## config.mk

```make
export PLATFORM = sky130hd
export DESIGN_NAME = frv_lsu_reqbuf_flat
export DESIGN_NICKNAME = d
export VERILOG_FILES = /design/src/rtl/frv_lsu_reqbuf_if.sv /design/src/rtl/frv_lsu_reqbuf.sv /design/src/flat_wrapper.sv
export SDC_FILE = /design/constraint.sdc
export NUM_CORES = 1
export LEC_CHECK = 0
export BUFFER_PORTS_ARGS = -buffer_cell sky130_fd_sc_hd__buf_4
export CORE_ASPECT_RATIO = 0.9
export CORE_UTILIZATION = 52
export CTS_CLUSTER_DIAMETER = 100
export DETAILED_ROUTE_END_ITERATION = 6
export GPL_ROUTABILITY_DRIVEN = 0
export PLACE_DENSITY = 0.77
export SLEW_MARGIN = 20
export SYNTH_ARGS = -nofsm -noshare
export SYNTH_HDL_FRONTEND = slang
export SYNTH_SLANG_ARGS = --single-unit
```

## constraint.sdc

```tcl
create_clock -name g_clk -period 7 [get_ports g_clk]
set_clock_uncertainty 0.05 [all_clocks]
set_input_delay 0.7 -clock g_clk [delete_from_list [all_inputs] [get_ports g_clk]]
set_output_delay 0.7 -clock g_clk [all_outputs]
set_load 0.1 [all_outputs]
```

## src/rtl/frv_lsu_reqbuf_if.sv

```systemverilog
// Request/bus/result signal bundle for frv_lsu_reqbuf.
// slave: the buffer; master: the memory stage, data bus and writeback side.
interface frv_lsu_reqbuf_if #(
  parameter int XLEN = 32
) ();
  logic            req_valid;
  logic            req_ready;
  logic            req_load;
  logic            req_store;
  logic [1:0]      req_size;
  logic            req_signed;
  logic [4:0]      req_tag;
  logic [XLEN-1:0] req_addr;
  logic [XLEN-1:0] req_wdata;

  logic            dmem_req;
  logic            dmem_gnt;
  logic            dmem_wen;
  logic [3:0]      dmem_strb;
  logic [XLEN-1:0] dmem_addr;
  logic [XLEN-1:0] dmem_wdata;
  logic            dmem_recv;
  logic [XLEN-1:0] dmem_rdata;
  logic            dmem_error;

  logic            rsp_valid;
  logic            rsp_ready;
  logic [4:0]      rsp_tag;
  logic            rsp_load;
  logic [XLEN-1:0] rsp_rdata;
  logic            rsp_error;
  logic            rsp_misalign;

  modport slave (
    input  req_valid, req_load, req_store, req_size, req_signed, req_tag, req_addr, req_wdata,
    output req_ready,
    output dmem_req, dmem_wen, dmem_strb, dmem_addr, dmem_wdata,
    input  dmem_gnt, dmem_recv, dmem_rdata, dmem_error,
    output rsp_valid, rsp_tag, rsp_load, rsp_rdata, rsp_error, rsp_misalign,
    input  rsp_ready
  );

  modport master (
    output req_valid, req_load, req_store, req_size, req_signed, req_tag, req_addr, req_wdata,
    input  req_ready,
    input  dmem_req, dmem_wen, dmem_strb, dmem_addr, dmem_wdata,
    output dmem_gnt, dmem_recv, dmem_rdata, dmem_error,
    input  rsp_valid, rsp_tag, rsp_load, rsp_rdata, rsp_error, rsp_misalign,
    output rsp_ready
  );
endinterface

```

## src/rtl/frv_lsu_reqbuf.sv

```systemverilog
// LSU request buffer: issue register + DEPTH-deep in-order tracker; dmem_req at accept+1, rsp_valid at recv+1, req_ready low when busy/full.
// Option FRV_LSU_REQBUF_LEAK_CLEAR_EN: flush/leak_fence overwrite issue addr/wdata and all tracked rdata with leak_prng.
module frv_lsu_reqbuf #(
  parameter int XLEN  = 32,
  parameter int DEPTH = 4
) (
  input  logic                 g_clk,
  input  logic                 g_resetn,
  input  logic                 flush,
  input  logic                 leak_fence,
  input  logic [XLEN-1:0]      leak_prng,
  input  logic                 hold_req,
  frv_lsu_reqbuf_if.slave      bus
);

  localparam int          AW      = (DEPTH > 1) ? $clog2(DEPTH) : 1;
  localparam logic [AW:0] DEPTH_C = (AW+1)'(DEPTH);

  typedef struct packed {
    logic [4:0]      tag;
    logic            load;
    logic [1:0]      size;
    logic            sgn;
    logic [1:0]      off;
    logic            done;
    logic            error;
    logic            misalign;
    logic            killed;
    logic [XLEN-1:0] rdata;
  } ent_t;

  logic            issue_valid;
  logic            issue_load;
  logic            issue_store;
  logic            issue_sgn;
  logic            issue_mis;
  logic [1:0]      issue_size;
  logic [1:0]      issue_off;
  logic [4:0]      issue_tag;
  logic [3:0]      issue_strb;
  logic [XLEN-1:0] issue_addr;
  logic [XLEN-1:0] issue_wdata;

  ent_t            fifo_q [DEPTH];
  logic [AW-1:0]   rd_ptr;
  logic [AW-1:0]   wr_ptr;
  logic [AW:0]     count;

  logic            not_full;
  logic            accept;
  logic            req_mis;
  logic [3:0]      req_strb;
  logic            push_gnt;
  logic            push_mis;
  logic            push;
  logic            pop;
  logic            head_live;
  logic            scrub;
  ent_t            head;
  ent_t            new_ent;
  ent_t            cmp_ent;
  logic            cmp_hit;
  logic            cmp_en;
  logic [AW-1:0]   cmp_idx;
  logic [AW-1:0]   scan_idx;
  logic [XLEN-1:0] cmp_rdata;

`ifdef FRV_LSU_REQBUF_LEAK_CLEAR_EN
  assign scrub = flush | leak_fence;
`else
  logic unused_leak;
  assign scrub       = 1'b0;
  assign unused_leak = leak_fence;
`endif

  function automatic logic [XLEN-1:0] fmt_load(input logic ld, input logic [1:0] size,
                                               input logic sgn, input logic [1:0] off,
                                               input logic [XLEN-1:0] d);
    logic [XLEN-1:0] sh;
    logic [XLEN-1:0] res;
    sh = d >> {off, 3'b000};
    case (size)
      2'b00:   res = {{(XLEN-8){sgn & sh[7]}}, sh[7:0]};
      2'b01:   res = {{(XLEN-16){sgn & sh[15]}}, sh[15:0]};
      default: res = sh;
    endcase
    return ld ? res : '0;
  endfunction

  assign not_full      = count < DEPTH_C;
  assign bus.req_ready = !issue_valid && not_full;
  assign accept        = bus.req_valid && bus.req_ready;

  assign req_mis = (bus.req_size == 2'b01 && bus.req_addr[0]) ||
                   (bus.req_size[1] && bus.req_addr[1:0] != 2'b00);

  always_comb begin
    case (bus.req_size)
      2'b00:   req_strb = 4'b0001;
      2'b01:   req_strb = 4'b0011;
      default: req_strb = 4'b1111;
    endcase
    req_strb = req_strb << bus.req_addr[1:0];
  end

  // Misaligned accesses bypass the bus and retire straight into the tracker.
  assign bus.dmem_req   = issue_valid && !issue_mis && !hold_req && not_full;
  assign bus.dmem_wen   = issue_store;
  assign bus.dmem_strb  = issue_strb;
  assign bus.dmem_addr  = {issue_addr[XLEN-1:2], 2'b00};
  assign bus.dmem_wdata = issue_wdata;

  assign push_gnt = bus.dmem_req && bus.dmem_gnt;
  assign push_mis = issue_valid && issue_mis && not_full;
  assign push     = push_gnt || push_mis;

  assign head      = fifo_q[rd_ptr];
  assign head_live = count != '0;
  assign bus.rsp_valid    = head_live && head.done && !head.killed;
  assign pop              = (bus.rsp_valid && bus.rsp_ready) || (head_live && head.done && head.killed);
  assign bus.rsp_tag      = head.tag;
  assign bus.rsp_load     = head.load;
  assign bus.rsp_rdata    = head.rdata;
  assign bus.rsp_error    = head.error;
  assign bus.rsp_misalign = head.misalign;

  always_comb begin
    new_ent          = '0;
    new_ent.tag      = issue_tag;
    new_ent.load     = issue_load;
    new_ent.size     = issue_size;
    new_ent.sgn      = issue_sgn;
    new_ent.off      = issue_off;
    new_ent.done     = issue_mis;
    new_ent.misalign = issue_mis;
    new_ent.killed   = flush;
    new_ent.rdata    = scrub ? leak_prng : '0;
  end

  // Responses are in order: the oldest not-yet-done entry owns dmem_recv.
  always_comb begin
    cmp_hit  = 1'b0;
    cmp_idx  = '0;
    scan_idx = '0;
    for (int i = 0; i < DEPTH; i++) begin
      scan_idx = rd_ptr + AW'(i);
      if (!cmp_hit && ((AW+1)'(i) < count) && !fifo_q[scan_idx].done) begin
        cmp_hit = 1'b1;
        cmp_idx = scan_idx;
      end
    end
  end

  assign cmp_en    = bus.dmem_recv && cmp_hit;
  assign cmp_ent   = fifo_q[cmp_idx];
  assign cmp_rdata = bus.dmem_error ? '0 :
                     fmt_load(cmp_ent.load, cmp_ent.size, cmp_ent.sgn, cmp_ent.off, bus.dmem_rdata);

  always_ff @(posedge g_clk) begin
    if (!g_resetn) begin
      issue_valid <= 1'b0;
      issue_load  <= 1'b0;
      issue_store <= 1'b0;
      issue_sgn   <= 1'b0;
      issue_mis   <= 1'b0;
      issue_size  <= '0;
      issue_off   <= '0;
      issue_tag   <= '0;
      issue_strb  <= '0;
      issue_addr  <= '0;
      issue_wdata <= '0;
      rd_ptr      <= '0;
      wr_ptr      <= '0;
      count       <= '0;
      for (int i = 0; i < DEPTH; i++) begin
        fifo_q[i] <= '0;
      end
    end else begin
      if (flush) begin
        issue_valid <= 1'b0;
      end else if (accept) begin
        issue_valid <= 1'b1;
      end else if (push) begin
        issue_valid <= 1'b0;
      end

      if (accept && !flush) begin
        issue_load  <= bus.req_load;
        issue_store <= bus.req_store;
        issue_sgn   <= bus.req_signed;
        issue_mis   <= req_mis;
        issue_size  <= bus.req_size;
        issue_off   <= bus.req_addr[1:0];
        issue_tag   <= bus.req_tag;
        issue_strb  <= req_strb;
        issue_addr  <= bus.req_addr;
        issue_wdata <= bus.req_wdata << {bus.req_addr[1:0], 3'b000};
      end
      if (scrub) begin
        issue_addr  <= leak_prng;
        issue_wdata <= leak_prng;
      end

      for (int i = 0; i < DEPTH; i++) begin
        if (cmp_en && cmp_idx == AW'(i)) begin
          fifo_q[i].done  <= 1'b1;
          fifo_q[i].error <= bus.dmem_error;
          fifo_q[i].rdata <= cmp_rdata;
        end
        if (flush) begin
          fifo_q[i].killed <= 1'b1;
        end
        if (scrub) begin
          fifo_q[i].rdata <= leak_prng;
        end
      end

      if (push) begin
        fifo_q[wr_ptr] <= new_ent;
        wr_ptr         <= wr_ptr + AW'(1);
      end
      if (pop) begin
        rd_ptr <= rd_ptr + AW'(1);
      end
      case ({push, pop})
        2'b10:   count <= count + (AW+1)'(1);
        2'b01:   count <= count - (AW+1)'(1);
        default: count <= count;
      endcase
    end
  end

endmodule
```

## src/flat_wrapper.sv

```systemverilog
// flat-port wrapper written by rule: the top's interface ports become plain ports
module frv_lsu_reqbuf_flat 
#(
  parameter int XLEN  = 32,
  parameter int DEPTH = 4
)
  (g_clk, g_resetn, flush, leak_fence, leak_prng, hold_req, bus_req_valid, bus_req_load, bus_req_store, bus_req_size, bus_req_signed, bus_req_tag, bus_req_addr, bus_req_wdata, bus_req_ready, bus_dmem_req, bus_dmem_wen, bus_dmem_strb, bus_dmem_addr, bus_dmem_wdata, bus_dmem_gnt, bus_dmem_recv, bus_dmem_rdata, bus_dmem_error, bus_rsp_valid, bus_rsp_tag, bus_rsp_load, bus_rsp_rdata, bus_rsp_error, bus_rsp_misalign, bus_rsp_ready);
  frv_lsu_reqbuf_if #(.XLEN(XLEN)) bus_i ();
  input  logic g_clk;
  input  logic g_resetn;
  input  logic flush;
  input  logic leak_fence;
  input  logic [XLEN-1:0] leak_prng;
  input  logic hold_req;
  input wire logic [$bits(bus_i.req_valid)-1:0] bus_req_valid;
  input wire logic [$bits(bus_i.req_load)-1:0] bus_req_load;
  input wire logic [$bits(bus_i.req_store)-1:0] bus_req_store;
  input wire logic [$bits(bus_i.req_size)-1:0] bus_req_size;
  input wire logic [$bits(bus_i.req_signed)-1:0] bus_req_signed;
  input wire logic [$bits(bus_i.req_tag)-1:0] bus_req_tag;
  input wire logic [$bits(bus_i.req_addr)-1:0] bus_req_addr;
  input wire logic [$bits(bus_i.req_wdata)-1:0] bus_req_wdata;
  output wire logic [$bits(bus_i.req_ready)-1:0] bus_req_ready;
  output wire logic [$bits(bus_i.dmem_req)-1:0] bus_dmem_req;
  output wire logic [$bits(bus_i.dmem_wen)-1:0] bus_dmem_wen;
  output wire logic [$bits(bus_i.dmem_strb)-1:0] bus_dmem_strb;
  output wire logic [$bits(bus_i.dmem_addr)-1:0] bus_dmem_addr;
  output wire logic [$bits(bus_i.dmem_wdata)-1:0] bus_dmem_wdata;
  input wire logic [$bits(bus_i.dmem_gnt)-1:0] bus_dmem_gnt;
  input wire logic [$bits(bus_i.dmem_recv)-1:0] bus_dmem_recv;
  input wire logic [$bits(bus_i.dmem_rdata)-1:0] bus_dmem_rdata;
  input wire logic [$bits(bus_i.dmem_error)-1:0] bus_dmem_error;
  output wire logic [$bits(bus_i.rsp_valid)-1:0] bus_rsp_valid;
  output wire logic [$bits(bus_i.rsp_tag)-1:0] bus_rsp_tag;
  output wire logic [$bits(bus_i.rsp_load)-1:0] bus_rsp_load;
  output wire logic [$bits(bus_i.rsp_rdata)-1:0] bus_rsp_rdata;
  output wire logic [$bits(bus_i.rsp_error)-1:0] bus_rsp_error;
  output wire logic [$bits(bus_i.rsp_misalign)-1:0] bus_rsp_misalign;
  input wire logic [$bits(bus_i.rsp_ready)-1:0] bus_rsp_ready;
  assign bus_i.req_valid = bus_req_valid;
  assign bus_i.req_load = bus_req_load;
  assign bus_i.req_store = bus_req_store;
  assign bus_i.req_size = bus_req_size;
  assign bus_i.req_signed = bus_req_signed;
  assign bus_i.req_tag = bus_req_tag;
  assign bus_i.req_addr = bus_req_addr;
  assign bus_i.req_wdata = bus_req_wdata;
  assign bus_req_ready = bus_i.req_ready;
  assign bus_dmem_req = bus_i.dmem_req;
  assign bus_dmem_wen = bus_i.dmem_wen;
  assign bus_dmem_strb = bus_i.dmem_strb;
  assign bus_dmem_addr = bus_i.dmem_addr;
  assign bus_dmem_wdata = bus_i.dmem_wdata;
  assign bus_i.dmem_gnt = bus_dmem_gnt;
  assign bus_i.dmem_recv = bus_dmem_recv;
  assign bus_i.dmem_rdata = bus_dmem_rdata;
  assign bus_i.dmem_error = bus_dmem_error;
  assign bus_rsp_valid = bus_i.rsp_valid;
  assign bus_rsp_tag = bus_i.rsp_tag;
  assign bus_rsp_load = bus_i.rsp_load;
  assign bus_rsp_rdata = bus_i.rsp_rdata;
  assign bus_rsp_error = bus_i.rsp_error;
  assign bus_rsp_misalign = bus_i.rsp_misalign;
  assign bus_i.rsp_ready = bus_rsp_ready;
  frv_lsu_reqbuf #(.XLEN(XLEN), .DEPTH(DEPTH)) u_core (.g_clk(g_clk), .g_resetn(g_resetn), .flush(flush), .leak_fence(leak_fence), .leak_prng(leak_prng), .hold_req(hold_req), .bus(bus_i));
endmodule
```

==> results of run 1 <==
-- area by class of cell --
class | count | area, um2 | area share
Clock buffer | 43 | 858 | 0.0551
Sequential cell | 277 | 6070 | 0.390
Inverter | 27 | 101 | 0.00651
Timing Repair Buffer | 234 | 1760 | 0.113
Clock inverter | 10 | 90.1 | 0.00578
Multi-Input combinational cell | 908 | 6280 | 0.403
Tap cell | 336 | 420 | 0.0270
-- through the flow --
stage / util / hold WS [ns] / power, mW
2_1_floorplan: - / 0.368 / 2.09
3_3_place_gp: 0.598 / 0.379 / 2.22
3_5_place_dp: 0.598 / 0.380 / 2.23
4_1_cts: 0.637 / 0.283 / 3.72
5_1_grt: 0.637 / 0.295 / 3.82
6_report: 0.637 / 0.296 / 3.71
-- power groups by stage --
stage	logic [mW]	registers (mW)	clock network, mW
floorplan	0.308	1.78	0
global placement	0.508	1.71	0
detailed placement	0.514	1.72	0
CTS	0.516	1.68	1.53
global route	0.549	1.69	1.58
finish	0.519	1.68	1.51
-- worst reg2reg max path, stage by stage (launching register included) --
cell and delay [ns]:
sky130_fd_sc_hd__dfxtp_1 0.49, sky130_fd_sc_hd__inv_1 0.14, sky130_fd_sc_hd__ha_1 0.20, sky130_fd_sc_hd__o21bai_2 0.23, sky130_fd_sc_hd__a221o_1 0.40, sky130_fd_sc_hd__or3_4 0.47
sky130_fd_sc_hd__a21oi_1 0.46, sky130_fd_sc_hd__and3b_1 0.68, sky130_fd_sc_hd__nand2_1 0.48, sky130_fd_sc_hd__or2_2 0.47, sky130_fd_sc_hd__a211oi_1 0.30, sky130_fd_sc_hd__a21oi_2 0.28
sky130_fd_sc_hd__o21ai_0 0.24
-- per-layer routing --
layer | wire [um] | vias up | track usage
li1 | - | 5038 | -
met1 | 14300 | 5171 | 0.353
met2 | 17000 | 456 | 0.442
met3 | 2850 | 73 | 0.0517
met4 | 879 | 0 | 0.0845
met5 | 0 | - | 0
-- synth_stat cells (19+ instances only) --
master                     number
sky130_fd_sc_hd__a211oi_1      20
sky130_fd_sc_hd__a21boi_0      52
sky130_fd_sc_hd__a21oi_1       28
sky130_fd_sc_hd__and2_1        59
sky130_fd_sc_hd__buf_4         34
sky130_fd_sc_hd__clkbuf_1      60
sky130_fd_sc_hd__dfxtp_1      225
sky130_fd_sc_hd__edfxtp_1      52
sky130_fd_sc_hd__inv_1         27
sky130_fd_sc_hd__mux2i_1       64
sky130_fd_sc_hd__mux4_2        44
sky130_fd_sc_hd__nand2_1      247
sky130_fd_sc_hd__nand3_1       27
sky130_fd_sc_hd__nor2_1        45
sky130_fd_sc_hd__nor2b_1       34
sky130_fd_sc_hd__o21ai_0       41
sky130_fd_sc_hd__o21ai_1       31
sky130_fd_sc_hd__o221ai_1      19
-- layout by cell type (no fill, tap or decap), types with 28 or more instances in the layout --
master / instances
sky130_fd_sc_hd__nand2_1: 247
sky130_fd_sc_hd__buf_4: 234
sky130_fd_sc_hd__mux2i_1: 64
sky130_fd_sc_hd__nor2b_1: 34
sky130_fd_sc_hd__a21boi_0: 52
sky130_fd_sc_hd__nor2_1: 45
sky130_fd_sc_hd__clkbuf_16: 29
sky130_fd_sc_hd__o21ai_1: 31
sky130_fd_sc_hd__edfxtp_1: 52
sky130_fd_sc_hd__mux4_2: 44
sky130_fd_sc_hd__a21oi_1: 28
sky130_fd_sc_hd__and2_1: 58
sky130_fd_sc_hd__dfxtp_1: 223
sky130_fd_sc_hd__o21ai_0: 41
-- flip-flops by register name, indices dropped and copies added (netlist names), named ones only --
register               count
u_core.issue_mis           1
u_core.bus.dmem_wen        1
u_core.issue_size          2
u_core.issue_valid         1
u_core.fifo_q            188
u_core.wr_ptr              2
u_core.bus.dmem_strb       4
u_core.rd_ptr              2
u_core.bus.dmem_wdata     32
u_core.issue_addr         32
u_core.issue_load          1
u_core.count               3
u_core.issue_tag           5
u_core.issue_sgn           1
-- kinds of logic (layout without fill, tap and decap cells) --
| family | count (synthesis) | after routing | share of synthesized area |
|---|---|---|---|
| and+or+nand+nor | 468 | 468 | 0.166 |
| AOI/OAI and AO/OA | 309 | 309 | 0.170 |
| buffers and inverters | 154 | 314 | 0.0579 |
| xor gates and xnor gates | 7 | 7 | 0.00468 |
| muxes | 113 | 113 | 0.130 |
| adders and majority gates | 9 | 9 | 0.00860 |
| DFF | 277 | 277 | 0.463 |
| other | 1 | 2 | 0.000286 |
-- worst paths after layout --
check | from | to | slack, ns | cells past startpoint
worst min-delay path | flush | u_core.issue_valid | 0.30 | 2
worst max-delay path | u_core.count[1] | u_core.fifo_q[3][16] | 2.04 | 12
worst min register to register | u_core.fifo_q[3][33] | u_core.fifo_q[3][33] | 0.39 | 2
worst max register to register | u_core.count[1] | u_core.fifo_q[3][16] | 2.04 | 12
==> run_results.csv, run 1 <==
group,metric,value,unit
run_status,outcome,"completed",
die,die_w,169,um
drt,routed-via-count,10700,
sta,finalSetupViolCount,0,
pwr,ir_drop,168,uV
cts,cts_repair_resize_count,0,
worst_setup_path,critPathBufInv,1,
global_routing,grt.total_usage,0.267,
placement,buffer_ports.inserted,224,
logic_synthesis,syn-mean-instance-area,9.79,um2
sta,finalSetupTns,0,ns
worst_setup_path,crit_path_cell_trace,"inv_1, ha_1, o21bai_2, a221o_1, or3_4, a21oi_1, and3b_1, nand2_1, or2_2, a211oi_1, a21oi_2, o21ai_0",
drt,first_iter_violations,1063,
die,core_area,24500,um2
cts,cts.path.max_buffers,3,
pwr,cellPowerDensity,238,nW/um2
drt,drc_errors,0,
worst_setup_path,cp_slowest_cell,"sky130_fd_sc_hd__and3b_1",
worst_setup_path,path_delay_family,"simple AND/OR/NAND/NOR gates",
worst_setup_path,cp_slowest_stage_delay,0.68,ns
logic_synthesis,edff_count_synth,52,
cts,clock_tree.root_cell,"sky130_fd_sc_hd__clkbuf_16",
pwr,power.net_switching,1.01,mW
worst_setup_path,critPathMaxFanout,15,
placement,dpl_cell_area,14600,um2
finish,layout.cells.non_filler,1835,
sta,relSlewSlack,0.371,
die,initial_utilization,0.535,
pwr,power_frac_clock,0.406,
worst_setup_path,worstPathRequired,7.41,ns
logic_synthesis,synth.distinct_cells,65,
cts,clock_buffer_count_from_cts,29,
global_routing,antenna_violations_before_repair,0,
sta,fmax,0.202,GHz
drt,route.final.wire_length,35000,um
sta,min_period,4.96,ns
run,drv_cap,0,
logic_synthesis,synth_warnings,0,
finish,syn_to_final_growth,19.0,%
finish,post_route_cells_drive_above_1_share,0.236,
worst_setup_path,worst-setup-path-type,"reg -> reg",
sta,report.final.slew_viol_count,0,
logic_synthesis,yosysTopAreaCell,"sky130_fd_sc_hd__dfxtp_1",
worst_setup_path,kind_of_launch_point_of_the_worst_setup_path,"register",
cts,hold_bufs_inserted_after_cts,0,
die,fp-row-count,54,
cts,cts_sinks,277,
global_routing,grt_pass1_vias,10400,
pwr,power_switching_share,0.273,
sta,tightestPinTransition,0.917,ns
drt,dr.pass1.iters,5,
placement,place_ws,2.22,ns
placement,dp.final_hpwl,23300,um
pwr,power.sequential.fraction,0.454,
logic_synthesis,yosys.area.top_type_share,0.344,
finish,antenna_cells,0,
logic_synthesis,syn_area,13100,um2
placement,placedCellCount,1782,
logic_synthesis,synth-async-reset-ratio,0,
finish,final_area,15600,um2
die,number_of_top_level_design_ports,260,
sta,hold_viol_final,0,
drt,drt-vias-per-instance,5.85,
finish,fin_nets,1634,
drt,postRouteAntennaNets,0,
sta,layout_worst_path_cycle_share,0.708,
cts,worstSkewPairLatency,0.55,ns
pwr,intPower,2.70,mW
die,design.die.area,25800,um2
cts,clk_transition_reported_paths,0.06,ns
sta,setup_slack,2.04,ns
worst_setup_path,critPathCaptureType,"register",
pwr,p_leak,6.27,nW
worst_setup_path,worstPathArrival,5.37,ns
finish,layout.filler_cells,1998,
logic_synthesis,register_area_share_after_synthesis,0.463,
cts,cts-htree-levels,1,
worst_hold_path,hold_path.class,"in -> reg",
pwr,p_comb_frac,0.140,
logic_synthesis,synthCells,1338,
logic_synthesis,yosys-top-cells-area,"sky130_fd_sc_hd__dfxtp_1, sky130_fd_sc_hd__edfxtp_1, sky130_fd_sc_hd__mux4_2",
global_routing,pin_count_of_the_biggest_net_entering_global_routing,100,
cts,post-cts-setup-buffer-count,0,
sta,setup_repair_after_global_routing_missed_its_margin,"no",
global_routing,global_route_wire_length_before_repair,54900,um
logic_synthesis,yosys_most_used_dff,"sky130_fd_sc_hd__dfxtp_1",
die,chipHeight,153,um
drt,wire_per_inst,19.1,um
cts,cts_tree,"done",
logic_synthesis,ys_ff_latch,277,
global_routing,global_route.overflow_total,0,
No activity file was read; power rests on OpenSTA's default activity.
==> run 2: changes to the inputs <==
ABC_AREA = 1   (was unset)
CORE_UTILIZATION = 50   (was 52)
clock period = 4 ns   (was 7 ns; I/O delays follow)
==> run_results.csv, run 2 <==
group,metric,value,unit
drt,postRouteAntennaNets,0,
cts,post-cts-setup-buffer-count,0,
finish,mostFrequentLayoutCells,"sky130_fd_sc_hd__nand2_1, sky130_fd_sc_hd__buf_4, sky130_fd_sc_hd__dfxtp_1",
sta,tightestPinTransition,0.936,ns
sta,hold_viol_final,0,
die,design.die.area,26900,um2
logic_synthesis,synthCells,1757,
worst_setup_path,path_common_cell,"sky130_fd_sc_hd__nand2_1",
global_routing,global_route_wire_length_before_repair,63000,um
finish,antenna_cells,0,
drt,drt-vias-per-instance,5.72,
worst_setup_path,end_of_the_worst_register_to_register_path,"u_core.fifo_q[0][18]",
worst_setup_path,reg2reg_depth,22,
drt,drc_errors,0,
die,fp-row-count,55,
logic_synthesis,synth_warnings,0,
sta,setup_repair_after_global_routing_missed_its_margin,"no",
logic_synthesis,edff_count_synth,52,
die,die_w,173,um
worst_setup_path,kind_of_launch_point_of_the_worst_setup_path,"register",
run,drv_cap,0,
cts,clock_tree.root_cell,"sky130_fd_sc_hd__clkbuf_16",
finish,registers.top_by_ff_count,"u_core.fifo_q",
sta,report.final.slew_viol_count,0,
worst_hold_path,worstHoldEndpoint,"u_core.issue_valid",
pwr,ir_drop,465,uV
global_routing,grt.total_usage,0.288,
drt,route.met3.wl,4380,um
worst_setup_path,worst-setup-path-type,"reg -> reg",
global_routing,antenna_violations_before_repair,0,
logic_synthesis,register_area_share_after_synthesis,0.463,
cts,cts_repair_resize_count,0,
sta,setup_slack,0.416,ns
finish,fin_nets,2049,
worst_setup_path,critPathMaxFanout,32,
cts,cts_tree,"done",
global_routing,pin_count_of_the_biggest_net_entering_global_routing,86,
sta,min_period,3.58,ns
worst_setup_path,timing.reg2reg.setup_slack,0.42,ns
logic_synthesis,yosys-top-cells-area,"sky130_fd_sc_hd__dfxtp_1, sky130_fd_sc_hd__edfxtp_1, sky130_fd_sc_hd__nand2_1",
global_routing,grt_pass1_vias,12000,
finish,layout.cells.non_filler,2254,
drt,routed-via-count,12900,
die,number_of_top_level_design_ports,260,
sta,layout_worst_path_cycle_share,0.896,
cts,worstSkewPairLatency,0.55,ns
logic_synthesis,syn-mean-instance-area,7.46,um2
worst_hold_path,hold_start,"flush",
sta,finalSetupTns,0,ns
die,chipHeight,156,um
cts,cts.path.max_buffers,3,
drt,route.top_layer_used,"met4",
worst_setup_path,reg2reg_from,"u_core.count[1]",
finish,sequential_cell_area,6070,um2
drt,route.final.wire_length,40000,um
run_status,outcome,"completed",
logic_synthesis,synth-async-reset-ratio,0,
cts,cts_sinks,277,
cts,hold_bufs_inserted_after_cts,0,
sta,fmax,0.279,GHz
sta,finalSetupViolCount,0,
finish,multi_input_area,5900,um2
cts,clk_transition_reported_paths,0.06,ns
pwr,p_leak,6.74,nW
finish,post_route_cells_drive_above_1_share,0.179,
cts,cts-htree-levels,1,
pwr,cellPowerDensity,511,nW/um2
logic_synthesis,synth_top_cells_by_count,"sky130_fd_sc_hd__nand2_1, sky130_fd_sc_hd__dfxtp_1, sky130_fd_sc_hd__nor2_1, sky130_fd_sc_hd__o21ai_0, sky130_fd_sc_hd__nand3_1",
worst_setup_path,critPathCaptureType,"register",
logic_synthesis,yosysTopAreaCell,"sky130_fd_sc_hd__dfxtp_1",
worst_setup_path,cp_slowest_stage_delay,0.37,ns
logic_synthesis,syn_area,13100,um2
worst_setup_path,crit_path_cell_trace,"inv_1, ha_1, inv_1, nor2_1, a21oi_1, inv_1, nor2_4, nand2_2, nand2_1, nand2_4, nand2_4, nand2_1, nand2_1, nand2_1, nand2_2, inv_2, nand3_2, nand3_4, nand3_4, buf_6, nand3_1, a21oi_1",
drt,wl_met2,17700,um
finish,syn_to_final_growth,19.5,%
logic_synthesis,synth.distinct_cells,43,
worst_hold_path,hold_path_depth,2,
logic_synthesis,yosys.area.top_type_share,0.344,
placement,buffer_ports.inserted,224,
worst_hold_path,hold_path.class,"in -> reg",
cts,clock_buffer_count_from_cts,29,
placement,place_ws,0.416,ns
drt,dr.pass1.iters,6,
logic_synthesis,yosys_most_used_dff,"sky130_fd_sc_hd__dfxtp_1",
worst_setup_path,worstPathArrival,4.01,ns
worst_setup_path,worstPathRequired,4.42,ns
logic_synthesis,synth_most_common_cell,"sky130_fd_sc_hd__nand2_1",
sta,relSlewSlack,0.376,
die,core_area,25500,um2
worst_setup_path,cp_slowest_cell,"sky130_fd_sc_hd__dfxtp_1",
drt,first_iter_violations,1798,
finish,number_of_flip_flops_in_the_largest_register,188,
global_routing,global_route.overflow_total,0,
drt,wire_per_inst,17.7,um
placement,dp.final_hpwl,26000,um
finish,layout.filler_cells,2261,
die,initial_utilization,0.515,
finish,layout.cells.most_common,"sky130_fd_sc_hd__nand2_1",
logic_synthesis,ys_ff_latch,277,
drt,wirelength_met1,16800,um
placement,placedCellCount,2203,
run 2: changes by cell type in the layout (fill, tap and decap cells not counted), sizes merged, moves of 24 or more:
cell	change
o22ai	+24
nand3	+170
and2	-60
o21ai	+159
nor2b	-34
mux2i	-57
mux4	-44
inv	+62
a21oi	+135
buf	+25
nor2	+181
a21boi	-52
nand2	+69
run 2: cell families (layout without fill, tap and decap cells):
group / count (synthesis) / in the layout / synth area share
flip-flops: 277 / 277 / 0.463
AO/OA/AOI/OAI: 456 / 456 / 0.185
buffers and inverters: 250 / 404 / 0.0885
other: 1 / 2 / 0.000286
XOR/XNOR: 1 / 1 / 0.000668
adder cells (fa/ha/maj): 9 / 9 / 0.00859
multiplexers: 8 / 8 / 0.00611
AND/OR/NAND/NOR: 755 / 755 / 0.248
run 2: how the worst max path moves through the flow:
| stage | from | to | slack, ns | cells past startpoint |
|---|---|---|---|---|
| floorplan | u_core.issue_mis | u_core.fifo_q[1][33] | 0.58 | 8 |
| global placement | u_core.count[1] | u_core.fifo_q[0][23] | 0.51 | 22 |
| detailed placement | u_core.count[1] | u_core.fifo_q[3][21] | 0.42 | 22 |
| CTS | u_core.count[1] | u_core.fifo_q[0][18] | 0.36 | 20 |
| global route | u_core.rd_ptr[0] | u_core.fifo_q[1][25] | 0.05 | 19 |
| finish | u_core.count[1] | u_core.fifo_q[0][18] | 0.42 | 22 |
run 2: routing by layer:
metal / GRT usage / vias up
li1: - / 6145
met4: 0.0830 / 0
met1: 0.390 / 5966
met2: 0.462 / 701
met5: 0 / -
met3: 0.0643 / 92
run 2: worst max-delay path: cells and delay by family (launching register included):
kind	cells	cell delay, ns
flops	1	0.37
simple gates	14	1.80
fa+ha+maj	1	0.19
buf+inv	5	0.76
compound gates	2	0.33
run 2: per-stage QoR:
| step | cell area [um2] | util | hold WS [ns] | power, mW |
|---|---|---|---|---|
| after floorplan | 13100 | - | 0.379 | 4.76 |
| after global placement | 14700 | 0.577 | 0.395 | 5.24 |
| after detailed placement | 14700 | 0.577 | 0.402 | 5.26 |
| after CTS | 15700 | 0.615 | 0.00927 | 7.97 |
| after global routing | 15700 | 0.615 | 0.0116 | 8.26 |
| final | 15700 | 0.615 | 0.0122 | 8.00 |
run 2: cell type report:
class / count / share of cell area
clock buffers: 39 / 0.0506
clock inverters: 12 / 0.0110
inverters: 94 / 0.0228
multi-input cells: 1231 / 0.377
flip-flops and latches: 277 / 0.387
well taps: 342 / 0.0273
repair buffers: 259 / 0.124
run 2: power breakdown:
| group | switching [mW] | internal (mW) | total, mW |
|---|---|---|---|
| clock | 1.11 | 1.64 | 2.76 |
| sequential | 0.0539 | 2.94 | 2.99 |
| combinational | 1.74 | 0.512 | 2.25 |
| total | 2.91 | 5.09 | 8.00 |
